[config.mk]
export PLATFORM = sky130hd
export DESIGN_NAME = quota_stream
export DESIGN_NICKNAME = d
export VERILOG_FILES = /design/src/rtl/quota_pkg.sv /design/src/rtl/quota_calc.sv /design/src/rtl/quota_stream.sv
export SDC_FILE = /design/constraint.sdc
export NUM_CORES = 1
export LEC_CHECK = 0
export ABC_AREA = 1
export CORE_UTILIZATION = 37
export DETAILED_ROUTE_END_ITERATION = 7
export PLACE_DENSITY_LB_ADDON = 0.08
export SYNTH_ARGS = -nofsm -noshare
export SYNTH_HDL_FRONTEND = slang
export SYNTH_SLANG_ARGS = --single-unit
[constraint.sdc]
create_clock -name clk -period 6.4 [get_ports clk]
set_clock_uncertainty 0.2 [all_clocks]
set_input_delay 1.92 -clock clk [delete_from_list [all_inputs] [get_ports clk]]
set_output_delay 1.92 -clock clk [all_outputs]
set_load 0.005 [all_outputs]
[src/rtl/quota_pkg.sv]
// Shared types and helpers for the quota bitstream converter.
package quota_pkg;

  typedef enum logic [1:0] {
    IDLE   = 2'd0,
    STREAM = 2'd1
  } state_e;

  typedef enum logic {
    UNARY  = 1'b0,
    SPREAD = 1'b1
  } mode_e;

  localparam int unsigned BR_MAX = 32'd16;

  // Reverse the low w bits of v; bits at and above w come back as zero.
  function automatic logic [BR_MAX-1:0] bitrev(input logic [BR_MAX-1:0] v, input int unsigned w);
    logic [BR_MAX-1:0] r;
    r = {<<{v}};
    return r >> (BR_MAX - w);
  endfunction

endpackage

[src/rtl/quota_calc.sv]
// Converts one signed sample to a ones-count quota in 0..BITSTREAM.
module quota_calc #(
  parameter int BITSTREAM = 64,
  parameter int QUANT     = 8
) (
  input  logic signed [QUANT-1:0]          data,
  output logic        [$clog2(BITSTREAM):0] quota
);

  localparam int LB = $clog2(BITSTREAM);
  localparam int QW = LB + 32'sd1;
  localparam int D  = QUANT - LB;

  localparam logic [QUANT:0]  BIAS = {{QUANT{1'b0}}, 1'b1} << (QUANT - 32'sd1);
  localparam logic [QW-1:0]   QMAX = QW'(BITSTREAM);

  logic [QUANT:0]  biased_s;
  logic [QUANT:0]  rounded_s;
  logic [QW-1:0]   shifted_s;

  // One guard bit above the sample keeps +max from wrapping after bias and rounding.
  assign biased_s = {data[QUANT-1], data} + BIAS;

  if (D > 32'sd0) begin : g_round
    localparam logic [QUANT:0] RND = {{QUANT{1'b0}}, 1'b1} << (D - 32'sd1);
    assign rounded_s = biased_s + RND;
  end else begin : g_no_round
    assign rounded_s = biased_s;
  end

  assign shifted_s = QW'(rounded_s >> D);
  assign quota     = (shifted_s > QMAX) ? QMAX : shifted_s;

endmodule

[src/rtl/quota_stream.sv]
// Multi-channel quota converter emitting unary or bit-reversed stochastic bitstreams.
module quota_stream
  import quota_pkg::*;
#(
  parameter int BITSTREAM = 64,
  parameter int QUANT     = 8,
  parameter int CH        = 4,
  parameter int QW        = $clog2(BITSTREAM) + 1
) (
  input  logic                clk,
  input  logic                rst_n,
  input  logic                in_valid,
  output logic                in_ready,
  input  logic [CH*QUANT-1:0] in_data,
  input  logic                in_mode,
  output logic                out_valid,
  input  logic                out_ready,
  output logic [CH-1:0]       out_bits,
  output logic                out_last,
  output logic [CH*QW-1:0]    quota_out
);

  localparam int LB = $clog2(BITSTREAM);
  localparam logic [LB-1:0] CNT_LAST = LB'(BITSTREAM - 32'sd1);
  localparam logic [LB-1:0] CNT_ONE  = {{(LB-1){1'b0}}, 1'b1};

  if ((BITSTREAM & (BITSTREAM - 32'sd1)) != 32'sd0) begin : g_chk_pow2
    $error("quota_stream: BITSTREAM must be a power of 2");
  end
  if (QUANT < LB) begin : g_chk_quant
    $error("quota_stream: QUANT must be at least clog2(BITSTREAM)");
  end

  state_e        state_r, state_nxt_s;
  mode_e         mode_r;
  logic [LB-1:0] cnt_r, cnt_nxt_s, idx_s;
  logic [QW-1:0] q_r      [CH];
  logic [QW-1:0] q_calc_s [CH];
  logic          load_s, last_s;

  for (genvar c = 0; c < CH; c++) begin : g_calc
    quota_calc #(
      .BITSTREAM (BITSTREAM),
      .QUANT     (QUANT)
    ) u_calc (
      .data  (in_data[c*QUANT +: QUANT]),
      .quota (q_calc_s[c])
    );
  end

  assign last_s   = (state_r == STREAM) && (cnt_r == CNT_LAST);
  // Combinational out_ready -> in_ready lets a new vector load on the last beat with no bubble.
  assign in_ready = (state_r == IDLE) || (last_s && out_ready);

  // Next-state, beat counter and capture decision.
  always_comb begin
    state_nxt_s = state_r;
    cnt_nxt_s   = cnt_r;
    load_s      = 1'b0;
    case (state_r)
      IDLE: begin
        if (in_valid) begin
          state_nxt_s = STREAM;
          cnt_nxt_s   = '0;
          load_s      = 1'b1;
        end else begin
          state_nxt_s = IDLE;
        end
      end
      STREAM: begin
        if (out_ready) begin
          if (last_s) begin
            cnt_nxt_s = '0;
            if (in_valid) begin
              state_nxt_s = STREAM;
              load_s      = 1'b1;
            end else begin
              state_nxt_s = IDLE;
            end
          end else begin
            cnt_nxt_s = cnt_r + CNT_ONE;
          end
        end else begin
          cnt_nxt_s = cnt_r;
        end
      end
      default: begin
        state_nxt_s = IDLE;
        cnt_nxt_s   = '0;
      end
    endcase
  end

  // State, counter and captured quota/mode registers.
  always_ff @(posedge clk or negedge rst_n) begin
    if (!rst_n) begin
      state_r <= IDLE;
      cnt_r   <= '0;
      mode_r  <= UNARY;
      for (int c = 0; c < CH; c++) begin
        q_r[c] <= '0;
      end
    end else begin
      state_r <= state_nxt_s;
      cnt_r   <= cnt_nxt_s;
      if (load_s) begin
        mode_r <= mode_e'(in_mode);
        for (int c = 0; c < CH; c++) begin
          q_r[c] <= q_calc_s[c];
        end
      end else begin
        mode_r <= mode_r;
      end
    end
  end

  // Bit decode: a stream bit is high while the (possibly reversed) beat index is below the quota.
  always_comb begin
    out_bits  = '0;
    quota_out = '0;
    if (mode_r == SPREAD) begin
      idx_s = LB'(bitrev(BR_MAX'(cnt_r), LB));
    end else begin
      idx_s = cnt_r;
    end
    for (int c = 0; c < CH; c++) begin
      out_bits[c]            = (state_r == STREAM) && ({1'b0, idx_s} < q_r[c]);
      quota_out[c*QW +: QW] = q_r[c];
    end
    out_valid = (state_r == STREAM);
    out_last  = last_s;
  end

endmodule

# After elaboration in Yosys (flattened, before gate mapping)
# Index checks and enable logic that the tools add are counted.
[totals]
reg_bits = 37
latch_bits = 0
ram_bits = 0
romBits = 0
in_bits = 37
out_inout_bits = 35
elab_cells = 56
mem_count = 0
[op_classes]
n_addsub = 9
multipliers = 0
div = 0
magnitude_cmp = 8
n_eq_ne = 5
n_shift = 0
n_mux = 17
bitwise_logic = 0
n_reduce_logical = 10
[op_table]
columns = ["cell", "n"]
rows = [
  ["9-bit by 2-bit adder with 9-bit output, second input constant", 4],
  ["9-bit by 8-bit adder with 9-bit output, second input constant", 4],
  ["7-bit greater-than comparator, second input constant", 4],
  ["6-bit by 7-bit < comparator with 1-bit output", 4],
  ["7-bit 2-to-1 mux", 4],
  ["6-bit 2-to-1 mux", 4],
  ["6-bit case mux with 2 select lines", 1],
  ["6-bit by 1-bit adder with 6-bit output, second input constant", 1],
  ["6-bit equality test, second input constant", 1],
  ["1-bit logical AND", 6],
  ["1-bit 2-to-1 mux", 4],
  ["2-bit 2-to-1 mux", 2],
  ["2-bit by 1-bit != test with 1-bit output, second input constant", 2],
  ["2-bit case mux with 2 select lines", 1],
  ["2-bit AND reduction", 2],
  ["2-bit by 1-bit equality test with 1-bit output, second input constant", 1],
  ["2-bit zero test", 1],
  ["2-bit != test, second input constant", 1],
  ["1-bit case mux with 2 select lines", 1],
  ["1-bit logical OR", 1],
]

# Depth between registers and ports, before layout
[depth]
depth_word = 5
mapped_depth = 9
ltp_nobuf = 9

# By module
# From an unflattened synthesis, not the netlist that was laid out.
[hier_totals]
cells_unflattened = 458
area_unflattened_um2 = 3039.2
[modules_own_cells]
columns = ["mod", "instances", "cells_each", "area_each_um2", "seq_area_each_um2"]
rows = [
  ["quota_stream", 1, 302, 2278.4, 900.9],
  ["quota_calc", 4, 39, 190.2, 0.0],
]

# Worst setup path before layout
# OpenSTA, ideal clock, no wires.
[synth_timing]
path_kind = "input port to output port"
start = "in out_ready"
end = "out in_ready"
arrival_time_ns = 2.310
required_ns = 4.280
setup_slack_ns = 1.970
cell_stages = 3
path_buffers = 0
path_cell_list = "or2_1 -> nand2_1 -> inv_1"
[synth_via]
elab_chain_cells = 2
[synth_rtl]
columns = ["element", "line_no", "rtl"]
rows = [
  ["start: declaration", "quota_stream.sv:17", "input logic out_ready,"],
  ["1-bit logical AND", "quota_stream.sv:53", "assign in_ready = (state_r == IDLE) || (last_s && out_ready);"],
  ["1-bit logical OR", "quota_stream.sv:53", ""],
  ["end: declaration", "quota_stream.sv:13", "output logic in_ready,"],
]
# Every way passes these cells.

# Worst setup path in the final report
# Same ends and word-level chain as after synthesis.

==> key figures <==
Clocking
  • CTS Hold Buffers Added: 0
  • Resized Gates After CTS: 0
  • CTS tree: done
  • Root Buffer: clkbuf_8
  • # H-tree levels: 2
  • Clock buffer depth: 2
  • Clock latency on the worst-skew pair: 0.28 ns
  • Post-CTS setup buffers: 0
  • Clk pin slew, worst setup/hold paths: 0.06 ns
  • TritonCTS Buffers: 5
  • Clock sink total: 36

Worst setup path
  • Data required, critical path: 4.28 ns
  • CP cell instances: clkdlybuf4s50_1, or2_1, nand2_1, inv_1, clkdlybuf4s50_1
  • WP data arrival: 3.24 ns
  • Critical path type: input pin to output port
  • Worst R2R Setup Slack: 4.02 ns
  • Max incr delay on CP: 0.45 ns
  • Startpoint Class: input pin
  • Slowest stage cell, crit path: clkdlybuf4s50_1
  • Most used cell along the critical path: clkdlybuf4s50_1
  • Bufs and invs on worst path: 3
  • CP delay by family, top: buffers and inverters
  • Nature of the critical path endpoint: output port
  • Crit path max fanout: 3
  • Number of cells on the critical path: 5
  • Worst reg2reg path depth: 7

Global routing
  • GR Util All Layers: 18.09%
  • First-pass GRT wire length: 11250 um
  • Vias in the first global route: 2465
  • Grt total ovfl: 0
  • Initial antenna violation count: 0
  • Pin count of the biggest net entering global routing: 49

Yosys
  • Post-synthesis net count: 480
  • Seq/Total Area, Yosys: 32.09%
  • Flops & latches, synth: 36
  • Post-Synthesis Cells: between 400 and 500
  • Count of cell types in the netlist: 24
  • YS warnings: 0
  • Cell Area, Synth: 0.002808 mm^2
  • Syn Area/Cell: 6.717 um^2

Floorplan
  • Die area: 0.007941 mm^2
  • Core area: 0.007292 mm^2
  • Io pins: 72
  • Starting density of the core: 38.50%
  • Die width: a little under 90 um
  • Die span in y: 89.11 um
  • Placement Rows: 31

Cells and area
  • Fin util: approximately 50%
  • Synth-to-Final Area Change: 28.92%
  • N_diodes: 0
  • Finished layout cell area: 0.003620 mm^2
  • Fin nets: 547
  • Share of layout cells above drive strength 1: under 10%
  • Fill cells: slightly below 800

Outcome
  • Status: finished clean

Worst hold path
  • Cell depth of the worst hold path: 2
  • Worst hold-check path type: register to register

Routing
  • Drt via density: 4.687
  • Via count: 2737
  • Routed Antenna Nets: 0
  • Initial DRC Count: 90
  • DRT Pass-1 Iters: 5
  • DRC Markers: 0
  • WL/cell: 11.37 um
  • Detailed Route WL: 6638 um

STA
  • Worst Tran Pin Value: 0.9051 ns
  • Tcrit/Tclk final: 83.71%
  • Fmax: 186.6 MHz
  • Hold slack: 0.3095 ns
  • Setup Total Neg Slack: 0 ns
  • Count of pins over their slew limit: 0
  • RSZ-0062 raised after global routing: false
  • Final Hold Viols: 0
  • Max_slew headroom: 39.59%
  • Final setup fails: 0
  • Post-layout minimum cycle time: 5.358 ns

Place
  • Port bufs: 67
  • Placed cell areas: 0.003542 mm^2
  • GP Congestion: approximately 0.80
  • Post-detail-place hpwl: 5154 um

Power and ir drop
  • Power share of the sequential group: about a third
  • Leak: 0.001804 uW
  • Logic gate share of total power: between 50 and 60%
  • Worst vdd ir: 0.0001032 V
  • Power Density: 301.0 mW/mm^2
  • Clock power frac: 13.8%
  • Switching power: 432.2 uW
  • Int Power: ~660 uW
  • Sw Share: 39.66%

Flow run
  • Max_cap viols: 0
==> area by class of cell <==
cell class	instances	area [um^2]	area share, %
Multi-Input combinational cell	305	1589	43.90
Tap cell	99	123.9	3.422
Clock buffer	6	72.57	2.005
Sequential cell	36	900.9	24.89
Inverter	70	262.8	7.259
Timing Repair Buffer	67	665.6	18.39
Clock inverter	1	5.005	0.1383
==> worst reg2reg max path: cells and delay by family, from the launching register on <==
family,cells,cell delay [ns]
AOI/OAI and AO/OA,1,0.18
adders and majority gates,1,0.22
DFF,1,0.39
and+or+nand+nor,5,1.34
==> routing by layer <==
metal / wire length (um) / GRT usage, %
met5: 0 / 0
met4: 45 / 3.463
met3: 146 / 2.770
met2: 3031 / 29.63
met1: 3415 / 25.46
==> stage by stage <==
| step | std cells | power [uW] | setup slack [ns] |
|---|---|---|---|
| 2_1_floorplan | 418 | 684.5 | 1.970 |
| 3_3_place_gp | 577 | 934.6 | 1.063 |
| 3_5_place_dp | 577 | 949.1 | 1.052 |
| 4_1_cts | 584 | 1108 | 1.043 |
| 5_1_grt | 584 | 1219 | 0.9663 |
| 6_report | 584 | 1090 | 1.042 |
==> placed cells by master (no fill, tap or decap), types with 2 or more instances in the layout <==
cell             netlist  final
o211ai_1               4      4
nand3_2                2      2
nand3b_1               2      2
inv_1                 70     70
o21ai_2                4      4
xnor2_1                4      4
nor3_1                 5      5
clkbuf_8               0      5
o21ai_0               23     23
clkdlybuf4s50_1        0     66
a21oi_1               14     14
xor2_1                 3      3
ha_1                  25     25
and3_1                 4      4
dfrtp_1               36     36
nand4_1               10     10
nand3_1               22     22
nor2_1                43     43
nand2_1              137    137
==> power groups by stage <==
stage	Sequential (uW)	Clock, uW	Combinational, uW
global route	367	167	685
CTS	354	157	597
detailed placement	358	0	591
floorplan	341	0	344
finish	353	150	586
global placement	359	0	576
==> cells in the mapped netlist <==
| library cell | instances | area [um^2] |
|---|---|---|
| a21oi_1 | 14 | 70.07 |
| and3_1 | 4 | 25.02 |
| buf_2 | 2 | 10.01 |
| buf_4 | 1 | 7.510 |
| buf_6 | 3 | 33.78 |
| clkbuf_1 | 1 | 3.750 |
| dfrtp_1 | 36 | 900.9 |
| ha_1 | 25 | 312.8 |
| inv_1 | 70 | 262.8 |
| nand2_1 | 137 | 514.2 |
| nand3_1 | 22 | 110.1 |
| nand3_2 | 2 | 20.02 |
| nand3b_1 | 2 | 15.01 |
| nand4_1 | 10 | 62.56 |
| nor2_1 | 43 | 161.4 |
| nor2_2 | 1 | 6.260 |
| nor3_1 | 5 | 25.02 |
| o211ai_1 | 4 | 30.03 |
| o21ai_0 | 23 | 115.1 |
| o21ai_2 | 4 | 35.03 |
| o21bai_4 | 1 | 18.77 |
| or2_1 | 1 | 6.260 |
| xnor2_1 | 4 | 35.03 |
| xor2_1 | 3 | 26.28 |
==> state kept, by name, summed over array words and instances, names as in the netlist <==
signal     flops
quota_out     28
state_r        1
mode_r         1
cnt_r          6
==> kinds of logic (layout without fill, tap and decap cells) <==
group                      Yosys count  in the layout  synth area share, %
and+or+nand+nor                    227            227                33.69
buffers and inverters               77            144                11.32
xor gates and xnor gates             7              7                2.184
adders and majority gates           25             25                11.14
AOI/OAI and AO/OA                   46             46                9.581
DFF                                 36             36                32.09
==> worst paths after layout <==
path	startpoint	end
setup / recovery	out_ready	in_ready
hold / removal	quota_out[22]	quota_out[22]
setup reg to reg	cnt_r[1]	quota_out[3]
hold reg to reg	quota_out[22]	quota_out[22]
max in group asynchronous	rst_n	quota_out[21]
min in group asynchronous	rst_n	quota_out[10]
No activity file was read; power rests on OpenSTA's default activity.
